### config.mk
export PLATFORM = sky130hd
export DESIGN_NAME = apb_master
export DESIGN_NICKNAME = d
export VERILOG_FILES = /design/src/rtl/apb_pkg.sv /design/src/rtl/apb_wait_timer.sv /design/src/rtl/apb_master.sv
export SDC_FILE = /design/constraint.sdc
export NUM_CORES = 1
export LEC_CHECK = 0
export ABC_CLOCK_PERIOD_IN_PS = 11480
export CAP_MARGIN = 10
export CELL_PAD_IN_SITES_DETAIL_PLACEMENT = 1
export CELL_PAD_IN_SITES_GLOBAL_PLACEMENT = 2
export CORE_MARGIN = 2
export CORE_UTILIZATION = 28
export DETAILED_ROUTE_END_ITERATION = 7
export PLACE_DENSITY_LB_ADDON = 0.1
export SETUP_SLACK_MARGIN = 0.05
export SLEW_MARGIN = 15
export SYNTH_ARGS = -nofsm -noshare
export SYNTH_HDL_FRONTEND = slang
export SYNTH_SLANG_ARGS = --single-unit
### constraint.sdc
create_clock -name PCLK -period 11.48 [get_ports PCLK]
set_clock_uncertainty 0.15 [all_clocks]
set_input_delay 2.296 -clock PCLK [delete_from_list [all_inputs] [get_ports PCLK]]
set_output_delay 2.296 -clock PCLK [all_outputs]
set_load 0.05 [all_outputs]
### src/rtl/apb_pkg.sv
// Shared APB definitions: FSM encoding, default widths and the slave memory
// depth that the requester and the memory slave agree on.
package apb_pkg;

   localparam int ADDR_W_DEF = 32;
   localparam int DATA_W_DEF = 32;

   localparam int MEM_DEPTH = 128;
   localparam int MEM_IDX_W = $clog2(MEM_DEPTH);

   typedef enum logic [1:0] {
      IDLE   = 2'd0,
      SETUP  = 2'd1,
      ACCESS = 2'd2
   } apb_state_e;

endpackage

### src/rtl/apb_wait_timer.sv
// Counts ACCESS wait cycles and flags the one that would reach the limit.
// A limit of 0 means the requester waits on PREADY forever.
module apb_wait_timer
   import apb_pkg::*;
#(
   parameter int TIMEOUT_CYCLES = 16
) (
   input  logic PCLK,
   input  logic PRESET,
   input  logic clear,
   input  logic enable,
   output logic expired
);

   localparam int CW = (TIMEOUT_CYCLES < 2) ? 1
                     : $clog2(TIMEOUT_CYCLES + 1);
   localparam logic [CW-1:0] LAST = CW'(TIMEOUT_CYCLES - 1);
   localparam logic          ARMED = (TIMEOUT_CYCLES != 0);

   logic [CW-1:0] cnt_q;
   logic [CW-1:0] cnt_d;

   // expired is the cycle whose increment would make the count hit the limit
   assign expired = ARMED && enable && (cnt_q == LAST);

   always_comb begin
      cnt_d = cnt_q;
      if (clear) begin
         cnt_d = '0;
      end else if (enable && !expired) begin
         cnt_d = cnt_q + CW'(1);
      end
   end

   always_ff @(posedge PCLK or posedge PRESET) begin
      if (PRESET) begin
         cnt_q <= '0;
      end else begin
         cnt_q <= cnt_d;
      end
   end

endmodule

### src/rtl/apb_master.sv
// APB requester: one command at a time from a valid/ready port, driven
// through SETUP/ACCESS with a bounded PREADY wait and a one-cycle response.
module apb_master
   import apb_pkg::*;
#(
   parameter int ADDR_W         = ADDR_W_DEF,
   parameter int DATA_W         = DATA_W_DEF,
   parameter int TIMEOUT_CYCLES = 16,
   parameter int CNT_W          = 16
) (
   input  logic              PCLK,
   input  logic              PRESET,
   input  logic              cmd_valid,
   output logic              cmd_ready,
   input  logic              cmd_write,
   input  logic [ADDR_W-1:0] cmd_addr,
   input  logic [DATA_W-1:0] cmd_wdata,
   output logic              rsp_valid,
   output logic [DATA_W-1:0] rsp_rdata,
   output logic              rsp_err,
   output logic              busy,
   output logic [CNT_W-1:0]  xfer_count,
   output logic              PSEL,
   output logic              PENABLE,
   output logic              PWRITE,
   output logic [ADDR_W-1:0] PRWADDR,
   output logic [DATA_W-1:0] PRWDATA,
   input  logic [DATA_W-1:0] PRDATA1,
   input  logic              PREADY
);

   apb_state_e        state_q, state_d;
   logic              psel_q, psel_d;
   logic              penable_q, penable_d;
   logic              pwrite_q, pwrite_d;
   logic [ADDR_W-1:0] paddr_q, paddr_d;
   logic [DATA_W-1:0] pwdata_q, pwdata_d;
   logic              rsp_valid_q, rsp_valid_d;
   logic              rsp_err_q, rsp_err_d;
   logic [DATA_W-1:0] rsp_rdata_q, rsp_rdata_d;
   logic [CNT_W-1:0]  xfer_count_q, xfer_count_d;

   logic              tmr_clear;
   logic              tmr_en;
   logic              tmr_expired;

   apb_wait_timer #(
      .TIMEOUT_CYCLES (TIMEOUT_CYCLES)
   ) u_wait_timer (
      .PCLK    (PCLK),
      .PRESET  (PRESET),
      .clear   (tmr_clear),
      .enable  (tmr_en),
      .expired (tmr_expired)
   );

   always_comb begin
      state_d      = state_q;
      psel_d       = psel_q;
      penable_d    = penable_q;
      pwrite_d     = pwrite_q;
      paddr_d      = paddr_q;
      pwdata_d     = pwdata_q;
      rsp_valid_d  = 1'b0;
      rsp_err_d    = rsp_err_q;
      rsp_rdata_d  = rsp_rdata_q;
      xfer_count_d = xfer_count_q;
      tmr_clear    = 1'b0;
      tmr_en       = 1'b0;

      unique case (state_q)
         IDLE: begin
            if (cmd_valid) begin
               pwrite_d  = cmd_write;
               paddr_d   = cmd_addr;
               pwdata_d  = cmd_wdata;
               psel_d    = 1'b1;
               penable_d = 1'b0;
               state_d   = SETUP;
            end
         end
         SETUP: begin
            tmr_clear = 1'b1;
            penable_d = 1'b1;
            state_d   = ACCESS;
         end
         ACCESS: begin
            // a late PREADY on the final allowed cycle still completes
            if (PREADY) begin
               psel_d       = 1'b0;
               penable_d    = 1'b0;
               rsp_valid_d  = 1'b1;
               rsp_err_d    = 1'b0;
               rsp_rdata_d  = pwrite_q ? '0 : PRDATA1;
               xfer_count_d = xfer_count_q + CNT_W'(1);
               state_d      = IDLE;
            end else begin
               tmr_en = 1'b1;
               if (tmr_expired) begin
                  psel_d      = 1'b0;
                  penable_d   = 1'b0;
                  rsp_valid_d = 1'b1;
                  rsp_err_d   = 1'b1;
                  rsp_rdata_d = '0;
                  state_d     = IDLE;
               end
            end
         end
         default: begin
            psel_d    = 1'b0;
            penable_d = 1'b0;
            state_d   = IDLE;
         end
      endcase
   end

   always_ff @(posedge PCLK or posedge PRESET) begin
      if (PRESET) begin
         state_q      <= IDLE;
         psel_q       <= 1'b0;
         penable_q    <= 1'b0;
         pwrite_q     <= 1'b0;
         paddr_q      <= '0;
         pwdata_q     <= '0;
         rsp_valid_q  <= 1'b0;
         rsp_err_q    <= 1'b0;
         rsp_rdata_q  <= '0;
         xfer_count_q <= '0;
      end else begin
         state_q      <= state_d;
         psel_q       <= psel_d;
         penable_q    <= penable_d;
         pwrite_q     <= pwrite_d;
         paddr_q      <= paddr_d;
         pwdata_q     <= pwdata_d;
         rsp_valid_q  <= rsp_valid_d;
         rsp_err_q    <= rsp_err_d;
         rsp_rdata_q  <= rsp_rdata_d;
         xfer_count_q <= xfer_count_d;
      end
   end

   assign cmd_ready  = (state_q == IDLE);
   assign busy       = (state_q == SETUP) || (state_q == ACCESS);
   assign rsp_valid  = rsp_valid_q;
   assign rsp_err    = rsp_err_q;
   assign rsp_rdata  = rsp_rdata_q;
   assign xfer_count = xfer_count_q;
   assign PSEL       = psel_q;
   assign PENABLE    = penable_q;
   assign PWRITE     = pwrite_q;
   assign PRWADDR    = paddr_q;
   assign PRWDATA    = pwdata_q;

endmodule

Word level (Yosys, flattened, before mapping)
Index checks and enable logic that the tools add are counted.
{"block": "totals", "input_bits": 101, "wordCells": 54, "ff_bits": 124}
{"block": "classes", "muxes": 23, "n_eq_ne": 5, "n_reduce_logical": 12, "addsub": 2, "bitwise": 1}
{"op": "$mux 32", "count": 3}
{"op": "$add 16x1->16 const B", "count": 1}
{"op": "$mux 1", "count": 12}
{"op": "$mux 5", "count": 2}
{"op": "$reduce_and 2->1", "count": 4}
{"op": "$mux 2", "count": 3}
{"op": "$pmux 1 s3", "count": 2}
{"op": "$pmux 2 s3", "count": 1}
{"op": "$add 5x1->5 const B", "count": 1}
{"op": "$eq 5x4->1 const B", "count": 1}
{"op": "$reduce_bool 2->1", "count": 2}
{"op": "$ne 3x2->1 const B", "count": 1}
{"op": "$reduce_and 3->1", "count": 1}
{"op": "$eq 2x1->1 const B", "count": 1}
{"op": "$eq 2x2->1 const B", "count": 1}
{"op": "$logic_and 1x1->1", "count": 2}
{"op": "$logic_not 2->1", "count": 1}
{"op": "$ne 2x2->1 const B", "count": 1}
{"op": "$logic_not 1->1", "count": 1}
{"op": "$logic_or 1x1->1", "count": 1}
{"op": "$not 1->1", "count": 1}

Depth between registers and ports, before layout
{"block": "depth", "depth_word": 7, "mapped_depth": 8, "depth_no_buf": 7}

Modules after synthesis
From an unflattened synthesis, not the netlist that was laid out.
{"block": "unflattened", "cells_unflattened": 314, "area_unflattened_um2": 4739.5}
{"mod": "apb_master", "cells_per_inst": 289, "seq_area_each_um2": 2952.8, "area_each_um2": 4460.5, "n_inst": 1}
{"mod": "apb_wait_timer", "cells_per_inst": 25, "seq_area_each_um2": 125.1, "area_each_um2": 279.0, "n_inst": 1}

Least setup slack after synthesis
OpenSTA, ideal clock, no wires.
{"block": "synth_timing", "path_kind": "register to output", "start": "reg state_q[1]", "end": "out busy", "path_stages_with_launch": 3, "n_path_buf": 0, "path_slack_ns": 7.697, "arrival_time_ns": 1.337, "path_cell_list": "dfrtp_1 -> inv_1 -> ha_1"}
{"block": "synth_between", "elab_chain_len": 2, "word_cells_on_any_way": 3}
{"element": "start: declaration", "line_no": "apb_master.sv:32", "text": "apb_state_e state_q, state_d;"}
{"element": "start signal: assignment", "line_no": "apb_master.sv:130", "text": "state_q <= state_d;"}
{"element": "$eq 2x1->1 or $eq 2x2->1 (tied branches)", "line_no": "apb_master.sv:144", "text": "assign busy = (state_q == SETUP) || (state_q == ACCESS);"}
{"element": "$logic_or 1x1->1 (*)", "line_no": "apb_master.sv:144"}
{"element": "end: declaration", "line_no": "apb_master.sv:21", "text": "output logic busy,"}
Every way passes the cells marked *; elsewhere a longest branch is shown, timed or not.

Final worst setup path
{"block": "layout_timing", "start": "reg state_q[1]", "end": "out cmd_ready"}
{"block": "layout_between", "elab_chain_len": 1}
{"element": "$logic_not 2->1", "line_no": "apb_master.sv:143", "text": "assign cmd_ready = (state_q == IDLE);"}
{"element": "end: declaration", "line_no": "apb_master.sv:14", "text": "output logic cmd_ready,"}
Every way passes these cells.

==> summary.md <==
| Metric | Value |
|---|---|
| Standard-cell row count | 47 |
| Logic gate share of total power | about 54% |
| Final critical delay including setup and external delays | approximately 4.5 ns |
| All-Layer GR Usage | between 15 and 20% |
| Final-report hold violation count | 0 |
| Post_cts resized | 0 |
| Number of input and output port buffers inserted | between 200 and 250 |
| Max-cap check violation count | 0 |
| Core footprint | between 15000 and 20000 um2 |
| Yosys Warn Count | 0 |
| Die width | 134 um |
| Post-layout net count | between 600 and 700 |
| CTS tree | yes |
| Setup repair after global routing missed its margin | false |
| Die boundary height | ~130 um |
| Number of distinct library cells after synthesis | 27 |
| Synthesized cell area | roughly 4700 um2 |
| RD Place Congestion | about 0.73 |
| Yosys reg bits | roughly 120 |
| Most instantiated library cell after synthesis | sky130_fd_sc_hd__dfrtp_1 |
| Detailed-route DRC error count | 0 |
| Number of H-tree levels | 4 |
| Most instantiated flip-flop cell in the synthesis netlist | sky130_fd_sc_hd__dfrtp_1 |
| Die footprint | ~18000 um2 |
| Slew at the pin with the worst max-slew slack | roughly 0.89 ns |
| Sequential Power Share | 27.7% |
| Vias | 3440 |
| Power, Total | ~2.6 mW |
| Static leakage | roughly 3.3 nW |
| First-pass GRT wire length | slightly above 20000 um |
| Fin worst setup slack | ~7 ns |
| First-pass DRT Iterations | 4 |
| Number of cells in the finished layout apart from fillers | roughly 770 |
| Post-CTS Setup Repair Bufs | 0 |
| Sequential element share of the synthesized area | about 65% |
| Final routed wire length divided by cell count | around 17 um |
| Clock slew seen by the registers of the worst setup and hold paths | roughly 0.050 ns |
| Power density cells | 340 nW/um2 |
| Maximum vdd ir drop | ~0.16 mV |
| Root Buffer Master | sky130_fd_sc_hd__clkbuf_16 |
| Cts bufs inserted | 17 |
| Mean instance size in the synthesized netlist | 15.1 um2 |
| Number of nets still failing antenna checks after routing | 0 |
| Number of pins exceeding their max-slew limit in the final report | 0 |
| DRT Wirelength | between 10000 and 15000 um |
| Yosys top cell area share | roughly two thirds |
| Clock latency at the later pin of the worst-skew pair | 0.40 ns |
| Placed Area | 7120 um2 |
| Fmax | between 0.2 and 0.25 GHz |
| Effective utilization at floorplan | about 29% |
| Proportion of register bits with asynchronous set or reset after synthesis | 100% |
| Net switching power of the design | ~1.2 mW |
| Max Buffers Root-to-Sink | 2 |
| Clock power frac | 18.4% |
| Diodes inserted | 0 |
| Internal Power | 1.44 mW |
| Commonest cells in the netlist | sky130_fd_sc_hd__dfrtp_1 (123), sky130_fd_sc_hd__mux2_2 (66), sky130_fd_sc_hd__a22o_1 (32) |
| Worst Setup Path Type | flop to output port |
| Vias per Instance | between 4 and 5 |
| Number of cells in the design after placement | 741 |
| Data arrival time of the critical path | roughly 2 ns |
| Fin crit share | around 40% |
| Number of synthesized flops with an enable pin | 0 |
| Number of DRC markers in iteration 0 | between 60 and 70 |
| Startpoint type of the worst setup path | flop |
| Fill cell instance count of the final layout | 1674 |
| Max-slew headroom | about two fifths |
| Status | finished clean |
| Pin count of the biggest net entering global routing | between 60 and 70 |
| Count of hold-fix buffers inserted at cts | 0 |
| Crit path capture type | output port |
| Final setup violation count | 0 |
| Post-Place Worst Slack | between 7 and 8 ns |
| Cell types with the largest area share after synthesis | sky130_fd_sc_hd__dfrtp_1 (65%), sky130_fd_sc_hd__mux2_2 (16%), sky130_fd_sc_hd__a22o_1 (5.9%), sky130_fd_sc_hd__xnor2_1 (2.0%), sky130_fd_sc_hd__ha_1 (1.6%) |
| Clock sinks | between 100 and 150 |
| Class of the worst hold path | flop to flop |
| Total gr overflow | 0 |
| Gate count after technology mapping | between 300 and 400 |
| Post-DP HPWL | 9640 um |
| Syn nets | 420 |
| Area Overhead vs Synth | 61.8% |
| Switching power as a share of total power | 44.7% |
| Post-synthesis cell type with the largest combined area | sky130_fd_sc_hd__dfrtp_1 |
| Crit path max fanout | 5 |
| Initial antenna violation count | 0 |
| Final setup TNS | 0 ns |
| Post-route design area | between 7000 and 8000 um2 |
| Ratio of cells with drive above 1 in the final layout | 18.9% |
| Number of global-route vias before repair | roughly 3700 |
| Ports | 220 |
| Worst Path Required | ~9.0 ns |
-- power by group through the flow --
stage / sequential [mW] / combinational [mW] / clock (mW)
after global placement: 0.722 / 1.40 / 0
final: 0.721 / 1.40 / 0.479
after CTS: 0.724 / 1.42 / 0.495
after floorplan: 1.36 / 0.297 / 0
after global routing: 0.748 / 1.46 / 0.516
after detailed placement: 0.730 / 1.42 / 0
-- worst paths after layout --
| kind | to | cells past startpoint | slack (ns) | startpoint |
|---|---|---|---|---|
| max in group asynchronous | PRWADDR[13] | 3 | 7.58 | PRESET |
| min reg2reg | xfer_count[15] | 1 | 0.33 | xfer_count[15] |
| max reg2reg | u_wait_timer.cnt_q[3] | 7 | 9.10 | u_wait_timer.cnt_q[0] |
| max | cmd_ready | 3 | 6.99 | state_q[1] |
| min in group asynchronous | PRWADDR[27] | 2 | 2.22 | PRESET |
| min | xfer_count[15] | 1 | 0.33 | xfer_count[15] |
-- state kept, by name, indices dropped and copies added, names as in the netlist --
name / cells
PRWADDR: 32
PRWDATA: 32
rsp_rdata: 32
xfer_count: 16
u_wait_timer.cnt_q: 5
state_q: 2
PSEL: 1
PWRITE: 1
rsp_err: 1
rsp_valid: 1
-- metrics by stage --
step           utilization, %  hold WS [ns]
2_1_floorplan               -         0.347
3_3_place_gp             43.1         0.315
3_5_place_dp             43.1         0.331
4_1_cts                  46.3         0.338
5_1_grt                  46.3         0.353
6_report                 46.3         0.325
-- worst max-delay path, cell delays in order (launching register included) --
cell                              delay, ns
sky130_fd_sc_hd__dfrtp_1               0.40
sky130_fd_sc_hd__inv_1                 0.11
sky130_fd_sc_hd__ha_1                  0.28
sky130_fd_sc_hd__clkdlybuf4s50_1       0.86
-- cell families after synthesis --
logic type	Yosys count	share of synthesized area, %
AOI/OAI and AO/OA	41	7.09
xor gates and xnor gates	18	3.33
adders and majority gates	6	1.59
buffers and inverters	22	2.94
DFF	123	65.1
muxes	67	15.9
and+or+nand+nor	36	4.07
-- cell usage in the layout, fill, tap and decap left out, types with 2 or more instances in the layout --
master	count
sky130_fd_sc_hd__mux2_2	66
sky130_fd_sc_hd__dfrtp_1	123
sky130_fd_sc_hd__a22o_1	32
sky130_fd_sc_hd__clkbuf_8	6
sky130_fd_sc_hd__o21ai_0	2
sky130_fd_sc_hd__nor2_1	8
sky130_fd_sc_hd__xor2_1	7
sky130_fd_sc_hd__ha_1	6
sky130_fd_sc_hd__nand2_1	7
sky130_fd_sc_hd__and3_1	3
sky130_fd_sc_hd__a21oi_1	3
sky130_fd_sc_hd__nand3_1	4
sky130_fd_sc_hd__clkdlybuf4s50_1	219
sky130_fd_sc_hd__buf_4	4
sky130_fd_sc_hd__nor2_2	3
sky130_fd_sc_hd__xnor2_1	11
sky130_fd_sc_hd__nand4_1	5
sky130_fd_sc_hd__inv_1	6
sky130_fd_sc_hd__clkinv_2	2
sky130_fd_sc_hd__clkbuf_16	17
sky130_fd_sc_hd__clkbuf_1	3
-- area by class of cell --
| cell class | count | area [um2] | area share (%) |
|---|---|---|---|
| repair buffers | 223 | 2220 | 29.0 |
| clock buffers | 26 | 519 | 6.78 |
| multi-input cells | 168 | 1520 | 19.9 |
| flip-flops and latches | 123 | 3080 | 40.2 |
| well taps | 220 | 275 | 3.60 |
| inverters | 7 | 28.8 | 0.376 |
| clock inverters | 2 | 10.0 | 0.131 |
-- routing by layer --
metal	GRT usage, %	vias to the layer above	part of all wire, %
met2	25.2	118	51
met5	0	-	0
met4	6.56	0	1.9
met1	17.8	1742	40
li1	-	1562	-
met3	4.69	18	7.1
Power figures use the tool's default switching activity.
